===== config.mk =====
export PLATFORM = sky130hd
export DESIGN_NAME = mul8_seq_ctrl_flat
export DESIGN_NICKNAME = d
export VERILOG_FILES = /design/src/rtl/mul8_seq_ctrl_if.sv /design/src/rtl/mul8_seq_ctrl.sv /design/src/flat_wrapper.sv
export SDC_FILE = /design/constraint.sdc
export NUM_CORES = 1
export LEC_CHECK = 0
export CORE_MARGIN = 4
export CORE_UTILIZATION = 40
export DETAILED_ROUTE_END_ITERATION = 6
export GPL_TIMING_DRIVEN = 0
export SLEW_MARGIN = 10
export SYNTH_ARGS = -nofsm -noshare
export SYNTH_HDL_FRONTEND = slang
export SYNTH_SLANG_ARGS = --single-unit

===== constraint.sdc =====
create_clock -name clk -period 6.12 [get_ports clk]
set_clock_uncertainty 0.15 [all_clocks]
set_input_delay 1.224 -clock clk [delete_from_list [all_inputs] [get_ports clk]]
set_output_delay 1.224 -clock clk [all_outputs]
set_load 0.05 [all_outputs]

===== src/rtl/mul8_seq_ctrl_if.sv =====
`default_nettype none
// ============================================================================
//  Module      : mul8_seq_ctrl_if
//  Description : Operand, result and shared-multiplier signals of the 8x8
//                sequential multiply controller.
//  Revision    : 1.0  initial release
// ============================================================================
interface mul8_seq_ctrl_if;
    logic        in_valid;
    logic        in_ready;
    logic [7:0]  a;
    logic [7:0]  b;
    logic        out_valid;
    logic        out_ready;
    logic [15:0] p;
    logic [3:0]  mul_a;
    logic [3:0]  mul_b;
    logic [7:0]  mul_p;
    logic        busy;

    // Requester side together with the shared 4x4 multiplier.
    modport master (
        output in_valid, a, b, out_ready, mul_p,
        input  in_ready, out_valid, p, mul_a, mul_b, busy
    );

    // Controller side.
    modport slave (
        input  in_valid, a, b, out_ready, mul_p,
        output in_ready, out_valid, p, mul_a, mul_b, busy
    );
endinterface
`default_nettype wire


===== src/rtl/mul8_seq_ctrl.sv =====
`default_nettype none
// ============================================================================
//  Module      : mul8_seq_ctrl
//  Description : Unsigned 8x8 -> 16 multiply built from four passes through a
//                shared 4x4 multiplier, accumulating shifted partial products.
//  Revision    : 1.0  initial release
// ============================================================================
module mul8_seq_ctrl #(
    parameter int MUL_LAT = 0
) (
    input  wire logic       clk,
    input  wire logic       rst_n,
    mul8_seq_ctrl_if.slave  bus
);

    typedef enum logic [1:0] {
        S_IDLE = 2'd0,
        S_STEP = 2'd1,
        S_DONE = 2'd2
    } state_t;

    // Last value of the step counter before DONE; a registered multiplier
    // needs one extra cycle to drain the final partial product.
    localparam logic [2:0] c_LAST = 3'(3 + MUL_LAT);
    localparam logic [2:0] c_LAT  = 3'(MUL_LAT);

    state_t      r_state;
    logic [2:0]  r_k;
    logic [7:0]  r_a;
    logic [7:0]  r_b;
    logic [15:0] r_acc;
    logic [15:0] r_p;
    logic [3:0]  r_mul_a;
    logic [3:0]  r_mul_b;
    logic        r_in_ready;
    logic        r_out_valid;
    logic        r_busy;

    logic        w_acc_en;
    logic [2:0]  w_j;
    logic [15:0] w_sum;
    logic [7:0]  w_next_pair;

    // Nibble pair for step j as {mul_a, mul_b}; steps past 3 issue zeros.
    function automatic logic [7:0] pair_sel(input logic [2:0] j,
                                            input logic [7:0] x,
                                            input logic [7:0] y);
        logic [7:0] v;
        case (j)
            3'd0:    v = {x[3:0], y[3:0]};
            3'd1:    v = {x[7:4], y[3:0]};
            3'd2:    v = {x[3:0], y[7:4]};
            3'd3:    v = {x[7:4], y[7:4]};
            default: v = 8'd0;
        endcase
        return v;
    endfunction

    // Zero-extended partial product placed at the weight of step j.
    function automatic logic [15:0] weighted(input logic [2:0] j,
                                             input logic [7:0] pp);
        logic [15:0] v;
        case (j)
            3'd0:       v = {8'd0, pp};
            3'd1, 3'd2: v = {4'd0, pp, 4'd0};
            3'd3:       v = {pp, 8'd0};
            default:    v = 16'd0;
        endcase
        return v;
    endfunction

    // Accumulator update: the product arriving now belongs to the pair issued
    // MUL_LAT cycles earlier, so nothing is added until that pair returns.
    always_comb begin
        w_acc_en    = (MUL_LAT == 0) || (r_k != 3'd0);
        w_j         = r_k - c_LAT;
        w_sum       = r_acc + (w_acc_en ? weighted(w_j, bus.mul_p) : 16'd0);
        w_next_pair = pair_sel(r_k + 3'd1, r_a, r_b);
    end

    // Controller FSM with all outputs registered.
    always_ff @(posedge clk) begin
        if (!rst_n) begin
            r_state     <= S_IDLE;
            r_k         <= 3'd0;
            r_a         <= 8'd0;
            r_b         <= 8'd0;
            r_acc       <= 16'd0;
            r_p         <= 16'd0;
            r_mul_a     <= 4'd0;
            r_mul_b     <= 4'd0;
            r_in_ready  <= 1'b1;
            r_out_valid <= 1'b0;
            r_busy      <= 1'b0;
        end else begin
            case (r_state)
                S_IDLE: begin
                    if (bus.in_valid && r_in_ready) begin
                        r_a        <= bus.a;
                        r_b        <= bus.b;
                        r_acc      <= 16'd0;
                        r_k        <= 3'd0;
                        r_mul_a    <= bus.a[3:0];
                        r_mul_b    <= bus.b[3:0];
                        r_in_ready <= 1'b0;
                        r_busy     <= 1'b1;
                        r_state    <= S_STEP;
                    end
                end
                S_STEP: begin
                    r_acc              <= w_sum;
                    r_k                <= r_k + 3'd1;
                    {r_mul_a, r_mul_b} <= w_next_pair;
                    if (r_k == c_LAST) begin
                        r_p         <= w_sum;
                        r_out_valid <= 1'b1;
                        r_state     <= S_DONE;
                    end
                end
                S_DONE: begin
                    if (bus.out_ready) begin
                        r_out_valid <= 1'b0;
                        r_in_ready  <= 1'b1;
                        r_busy      <= 1'b0;
                        r_state     <= S_IDLE;
                    end
                end
                default: begin
                    r_state <= S_IDLE;
                end
            endcase
        end
    end

    assign bus.in_ready  = r_in_ready;
    assign bus.out_valid = r_out_valid;
    assign bus.p         = r_p;
    assign bus.mul_a     = r_mul_a;
    assign bus.mul_b     = r_mul_b;
    assign bus.busy      = r_busy;

endmodule
`default_nettype wire


===== src/flat_wrapper.sv =====
// flat-port wrapper written by rule: the top's interface ports become plain ports
module mul8_seq_ctrl_flat 
#(
    parameter int MUL_LAT = 0
)
  (clk, rst_n, bus_in_valid, bus_a, bus_b, bus_out_ready, bus_mul_p, bus_in_ready, bus_out_valid, bus_p, bus_mul_a, bus_mul_b, bus_busy);
  mul8_seq_ctrl_if bus_i ();
  input  wire logic clk;
  input  wire logic rst_n;
  input wire logic [$bits(bus_i.in_valid)-1:0] bus_in_valid;
  input wire logic [$bits(bus_i.a)-1:0] bus_a;
  input wire logic [$bits(bus_i.b)-1:0] bus_b;
  input wire logic [$bits(bus_i.out_ready)-1:0] bus_out_ready;
  input wire logic [$bits(bus_i.mul_p)-1:0] bus_mul_p;
  output wire logic [$bits(bus_i.in_ready)-1:0] bus_in_ready;
  output wire logic [$bits(bus_i.out_valid)-1:0] bus_out_valid;
  output wire logic [$bits(bus_i.p)-1:0] bus_p;
  output wire logic [$bits(bus_i.mul_a)-1:0] bus_mul_a;
  output wire logic [$bits(bus_i.mul_b)-1:0] bus_mul_b;
  output wire logic [$bits(bus_i.busy)-1:0] bus_busy;
  assign bus_i.in_valid = bus_in_valid;
  assign bus_i.a = bus_a;
  assign bus_i.b = bus_b;
  assign bus_i.out_ready = bus_out_ready;
  assign bus_i.mul_p = bus_mul_p;
  assign bus_in_ready = bus_i.in_ready;
  assign bus_out_valid = bus_i.out_valid;
  assign bus_p = bus_i.p;
  assign bus_mul_a = bus_i.mul_a;
  assign bus_mul_b = bus_i.mul_b;
  assign bus_busy = bus_i.busy;
  mul8_seq_ctrl #(.MUL_LAT(MUL_LAT)) u_core (.clk(clk), .rst_n(rst_n), .bus(bus_i));
endmodule

---- After elaboration in Yosys (flattened, before gate mapping) ----
Index checks and enable logic that the tools add are counted.
cells by class
  muxes and demuxes ....................... 22
  add/subtract/negate cells ............... 2
  eq/ne operators ......................... 11
  reduce and logical (&&, ||, !) cells .... 14
operator list
  operator                                                                 count
  16-bit case mux with 3 select lines                                      1
  16-bit case mux with 2 select lines                                      1
  8-bit case mux with 4 select lines                                       1
  16-bit adder                                                             1
  16-bit 2-to-1 mux                                                        1
  4-bit case mux with 2 select lines                                       2
  3-bit by 2-bit equality test with 1-bit output, second input constant    4
  3-bit AND reduction                                                      3
  4-bit 2-to-1 mux                                                         2
  3-bit by 1-bit equality test with 1-bit output, second input constant    2
  3-bit zero test                                                          2
  2-bit 2-to-1 mux                                                         3
  1-bit case mux with 2 select lines                                       3
  2-bit case mux with 3 select lines                                       1
  3-bit case mux with 2 select lines                                       1
  2-bit AND reduction                                                      3
  2-bit nonzero test                                                       3
  1-bit 2-to-1 mux                                                         5
  2-bit by 1-bit inequality test with 1-bit output, second input constant  2
  3-bit by 1-bit adder with 3-bit output, second input constant            1
  3-bit 2-to-1 mux                                                         1
  2-bit by 1-bit equality test with 1-bit output, second input constant    1
  2-bit equality test, second input constant                               1
  2-bit zero test                                                          1
  other kinds (3)                                                          3
word-level totals
  register bits ........................... 64
  input bits .............................. 28
  logic and storage cells ................. 60

---- Depth between registers and ports, before layout ----
  word-level depth ........................ 5
  mapped depth ............................ 14
  gate-level depth less buffers ........... 13

---- Worst setup path after synthesis ----
OpenSTA, ideal clock, no wires.
  kind .................................... in2reg
  start ................................... in bus_mul_p[0]
  end ..................................... reg u_core.r_p[12], in the netlist u_core.bus.p[12]
  setup slack ............................. 2.946 ns
  setup time .............................. 0.063 ns
  stages .................................. 10
  arrival ................................. 2.961 ns
  buffers on the path ..................... 0
  required time ........................... 5.907 ns
  cells stage by stage .................... and2_1 -> ha_1 -> inv_1 -> fa_1 -> nor2b_2 -> o31a_1 -> o31ai_2 -> o21ba_1 -> or4_1 -> nand3_1
between the ends
  word-level cells in the longest chain between the ends .. 2
RTL lines
  what                                 RTL line              text
  start, declared                      flat_wrapper.sv:14    input wire logic [$bits(bus_i.mul_p)-1:0] bus_mul_p;
  16-bit case mux with 3 select lines  mul8_seq_ctrl.sv:63   case (j)
  16-bit adder                         mul8_seq_ctrl.sv:77   w_sum = r_acc + (w_acc_en ? weighted(w_j, bus.mul_p) : 16'd0);
  end signal, assigned                 mul8_seq_ctrl.sv:115  r_p <= w_sum;
  end, declared                        mul8_seq_ctrl.sv:32   logic [15:0] r_p;
No other way between the ends.
A chain may end at the register's enable or synchronous reset.

---- Worst setup path after layout ----
Same ends and word-level chain as after synthesis.

==> key figures <==
Power
  • P_leak: ~1.6 nW
  • Pwr dens: approximately 220 nW/um^2
  • Peak VDD IR: 0.115 mV

Timing
  • RSZ-0062 raised after global routing: false
  • Tcrit/Tclk final: between 50% and 60%
  • Slew @ Worst Pin: 1150 ps
  • Slew Limit Fails: 0
  • Fmax: 278 MHz
  • Min Tclk post-route: approximately 3600 ps
  • Final setup TNS: 0 ps
  • Final setup viols: 0
  • Final hold viol count: 0
  • Rel. slew slack: between 20 and 25%
  • Setup WS post-layout: between 2000 and 3000 ps

Logic synthesis
  • Post-synthesis simple-gate area fraction: between 20 and 25%
  • Most used flip-flop cell after synthesis: dfxtp_1
  • Complex-gate fraction of the synthesized area: 23.7%
  • Seq/Total Area, Yosys: a little over a third
  • Synth Area in Adders: 9.13%
  • Largest family of logic cells by synthesized area: compound AO/OA/AOI/OAI gates
  • EDFF count, synth: 0
  • Multiplexer share of the synthesized area: less than 1%
  • #FFs+latches synth: 64
  • Synthesized Nets: 496
  • Post-Syn Area: 3510 sq um
  • Synth Instances: ~440
  • Yosys warning count: 0
  • Avg Cell Area, Syn: roughly 7.9 sq um
  • Post-synth cell types: 51
  • XOR/XNOR Fraction of Synth Area: 2.75%
  • Async SR Flop Fraction: 0%

Clocking
  • # H-tree levels: 3
  • Total CTS buffers: 9
  • Worst-Skew Late Latency: ~340 ps
  • Post-CTS resize count: 0
  • Clock-pin slew on the worst setup and hold paths: roughly 70 ps
  • CTS tree: yes
  • Clock sink count: 64
  • Post-cts hold buffer count: 0
  • Clock buffer depth: 2
  • Post-CTS Setup Bufs: 0
  • Root Driver: clkbuf_8

Job
  • Max-cap violations: 0

Floorplan
  • Boundary Pins: 55
  • Cell Rows: 33
  • Die W: 102 microns
  • Starting Density: 41.9%
  • CORE AREA: between 8000 and 9000 sq um
  • Die ar.: around 10000 sq um
  • Die H: between 100 and 150 microns

Routing
  • DRC: 0
  • Via count: about 3300
  • Top Layer Used: met4
  • WL met1: ~4.5 mm
  • Drt pass-1 iters: 5
  • Routed len/inst: approximately 15 microns
  • Vias per cell: around 5.3
  • WL met3: between 400 and 500 microns
  • First DRT Iteration DRCs: between 100 and 150
  • WL met2: between 4 and 5 mm
  • Drt total wl: around 9.4 mm
  • Routed Antenna Nets: 0

Final layout
  • ANT cells: 0
  • Nets: roughly 560
  • Area delta synth->final: 23.8%
  • Commonest cells after routing, fill and taps aside: nand2_1, dfxtp_1, clkdlybuf4s50_1
  • Most common cell after layout, fill and taps aside: nand2_1
  • Layout cells sized above 1: around 7%
  • Multi-input logic area: 2070 sq um
  • Register Area: roughly 1300 sq um
  • Fillers: approximately 850

Worst hold path
  • Endpoint of the worst hold path: u_core.bus.p[4]$_SDFFE_PN0P_
  • Hold Path Cell Cnt: 2
  • Min-Delay Path Class: flip-flop to flip-flop
  • Hold path startpoint: u_core.bus.p[4]$_SDFFE_PN0P_

Setup path
  • WP data required: roughly 6300 ps
  • WP data arrival: around 3700 ps
  • Worst Path Max Fanout: 4
  • Depth of the most critical reg-to-reg path: 14
  • R2r endpoint: u_core.bus.p[12]$_SDFFE_PN0P_
  • Startpoint types: input pin
  • Setup CP Type: input pin to flip-flop
  • Crit end category: flip-flop
  • R2r setup slk: approximately 2800 ps
  • Worst r2r src: u_core.r_k[0]$_SDFFE_PN0P_

Global route
  • Pin count of the biggest net entering global routing: 12
  • Total GRT Usage: a little under a fifth
  • Antenna violations before repair: 0
  • First-pass GRT wire length: about 16 mm
  • Vias in the first global route: around 3200
  • GRT overflow: 0

Run status
  • Status: finished clean

Placed design
  • I/O Buffers: 54
  • GP Congestion: a little over 0.8
  • Post-DP HPWL: around 7.2 mm
  • Pre-CTS WS: approximately 2200 ps
==> where the power goes <==
group	total [W]	internal, W	switching, W
clock	0.000312	0.000145	0.000168
combinational	0.000210	0.0000832	0.000126
sequential	0.000447	0.000435	0.0000117
==> per-layer routing <==
layer,up-vias,track usage (%)
met3,10,4.55
met1,1516,25.3
met2,63,31.4
met4,0,4.70
met5,-,0
li1,1695,-
==> worst max path at each step <==
| stage | endpoint | startpoint | depth (start not counted) |
|---|---|---|---|
| detailed placement | u_core.bus.p[12]$_SDFFE_PN0P_ | bus_mul_p[0] | 11 |
| CTS | u_core.bus.p[12]$_SDFFE_PN0P_ | bus_mul_p[0] | 11 |
| global placement | u_core.bus.p[12]$_SDFFE_PN0P_ | bus_mul_p[0] | 11 |
| floorplan | u_core.bus.p[12]$_SDFFE_PN0P_ | bus_mul_p[0] | 10 |
| global route | u_core.bus.p[12]$_SDFFE_PN0P_ | bus_mul_p[0] | 11 |
| finish | u_core.bus.p[12]$_SDFFE_PN0P_ | bus_mul_p[0] | 11 |
==> registers in the layout, summed over array words and instances, names as in the netlist <==
register and count:
u_core.bus.busy 1, u_core.bus.in_ready 1, u_core.bus.mul_a 4, u_core.bus.mul_b 4, u_core.bus.out_valid 1, u_core.bus.p 16, u_core.r_a 8, u_core.r_acc 16
u_core.r_b 8, u_core.r_k 3, u_core.r_state 2
==> worst max-delay path: stages <==
cell and delay (ps):
clkdlybuf4s50_1 500, and2_1 160, ha_1 180, inv_1 50, fa_1 410, nor2b_2 170
o31a_1 190, o31ai_2 110, o21ba_1 250, or4_1 410, nand3_1 80
==> stage by stage <==
step / instance area, sq um / hold slack (ps) / utilization (%) / cells / power, W
after floorplan: 3510 / 282 / - / 443 / 0.000596
after global placement: 4180 / 292 / 49.9 / 602 / 0.000664
after detailed placement: 4180 / 296 / 49.9 / 602 / 0.000665
after CTS: 4350 / 307 / 51.8 / 618 / 0.000980
after global routing: 4350 / 329 / 51.8 / 618 / 0.00102
final: 4350 / 305 / 51.8 / 618 / 0.000969
==> synth_stat cells, drive strengths merged, types with 2 or more instances <==
cell type / count / area share [%]
and2: 11 / 2.0
nand4: 6 / 1.2
buf: 12 / 1.9
nor3: 7 / 1.0
inv: 9 / 0.96
clkbuf: 15 / 1.6
nor2b: 6 / 1.1
xor2: 3 / 0.75
nand2: 82 / 8.8
o21a: 11 / 2.4
ha: 24 / 8.6
xnor2: 8 / 2.0
o211ai: 4 / 1.0
a211oi: 3 / 0.64
or3: 5 / 0.89
or4: 2 / 0.43
a221oi: 5 / 1.2
nand2b: 2 / 0.36
nand3: 20 / 2.9
o21ai: 26 / 3.8
dfxtp: 64 / 37
o31ai: 2 / 0.57
a31oi: 7 / 1.2
a22o: 12 / 3.0
a21oi: 43 / 6.3
a21o: 2 / 0.43
nor2: 34 / 3.6
a22oi: 4 / 0.86
==> cells by family (layout without fill, tap and decap cells) <==
family / after synthesis / count (layout)
AND/OR/NAND/NOR: 177 / 177
flip-flops: 64 / 64
AO/OA/AOI/OAI: 127 / 127
XOR/XNOR: 11 / 11
multiplexers: 2 / 2
buffers and inverters: 37 / 107
adder cells (fa/ha/maj): 25 / 25
==> area by class of cell <==
type,count,area share [%]
Timing Repair Buffer,54,12.4
Clock buffer,10,2.94
Buffer,27,2.79
Inverter,10,0.864
Sequential cell,64,29.5
Tap cell,105,3.02
Clock inverter,6,0.835
Multi-Input combinational cell,342,47.6
(Power assumes the default switching activity.)
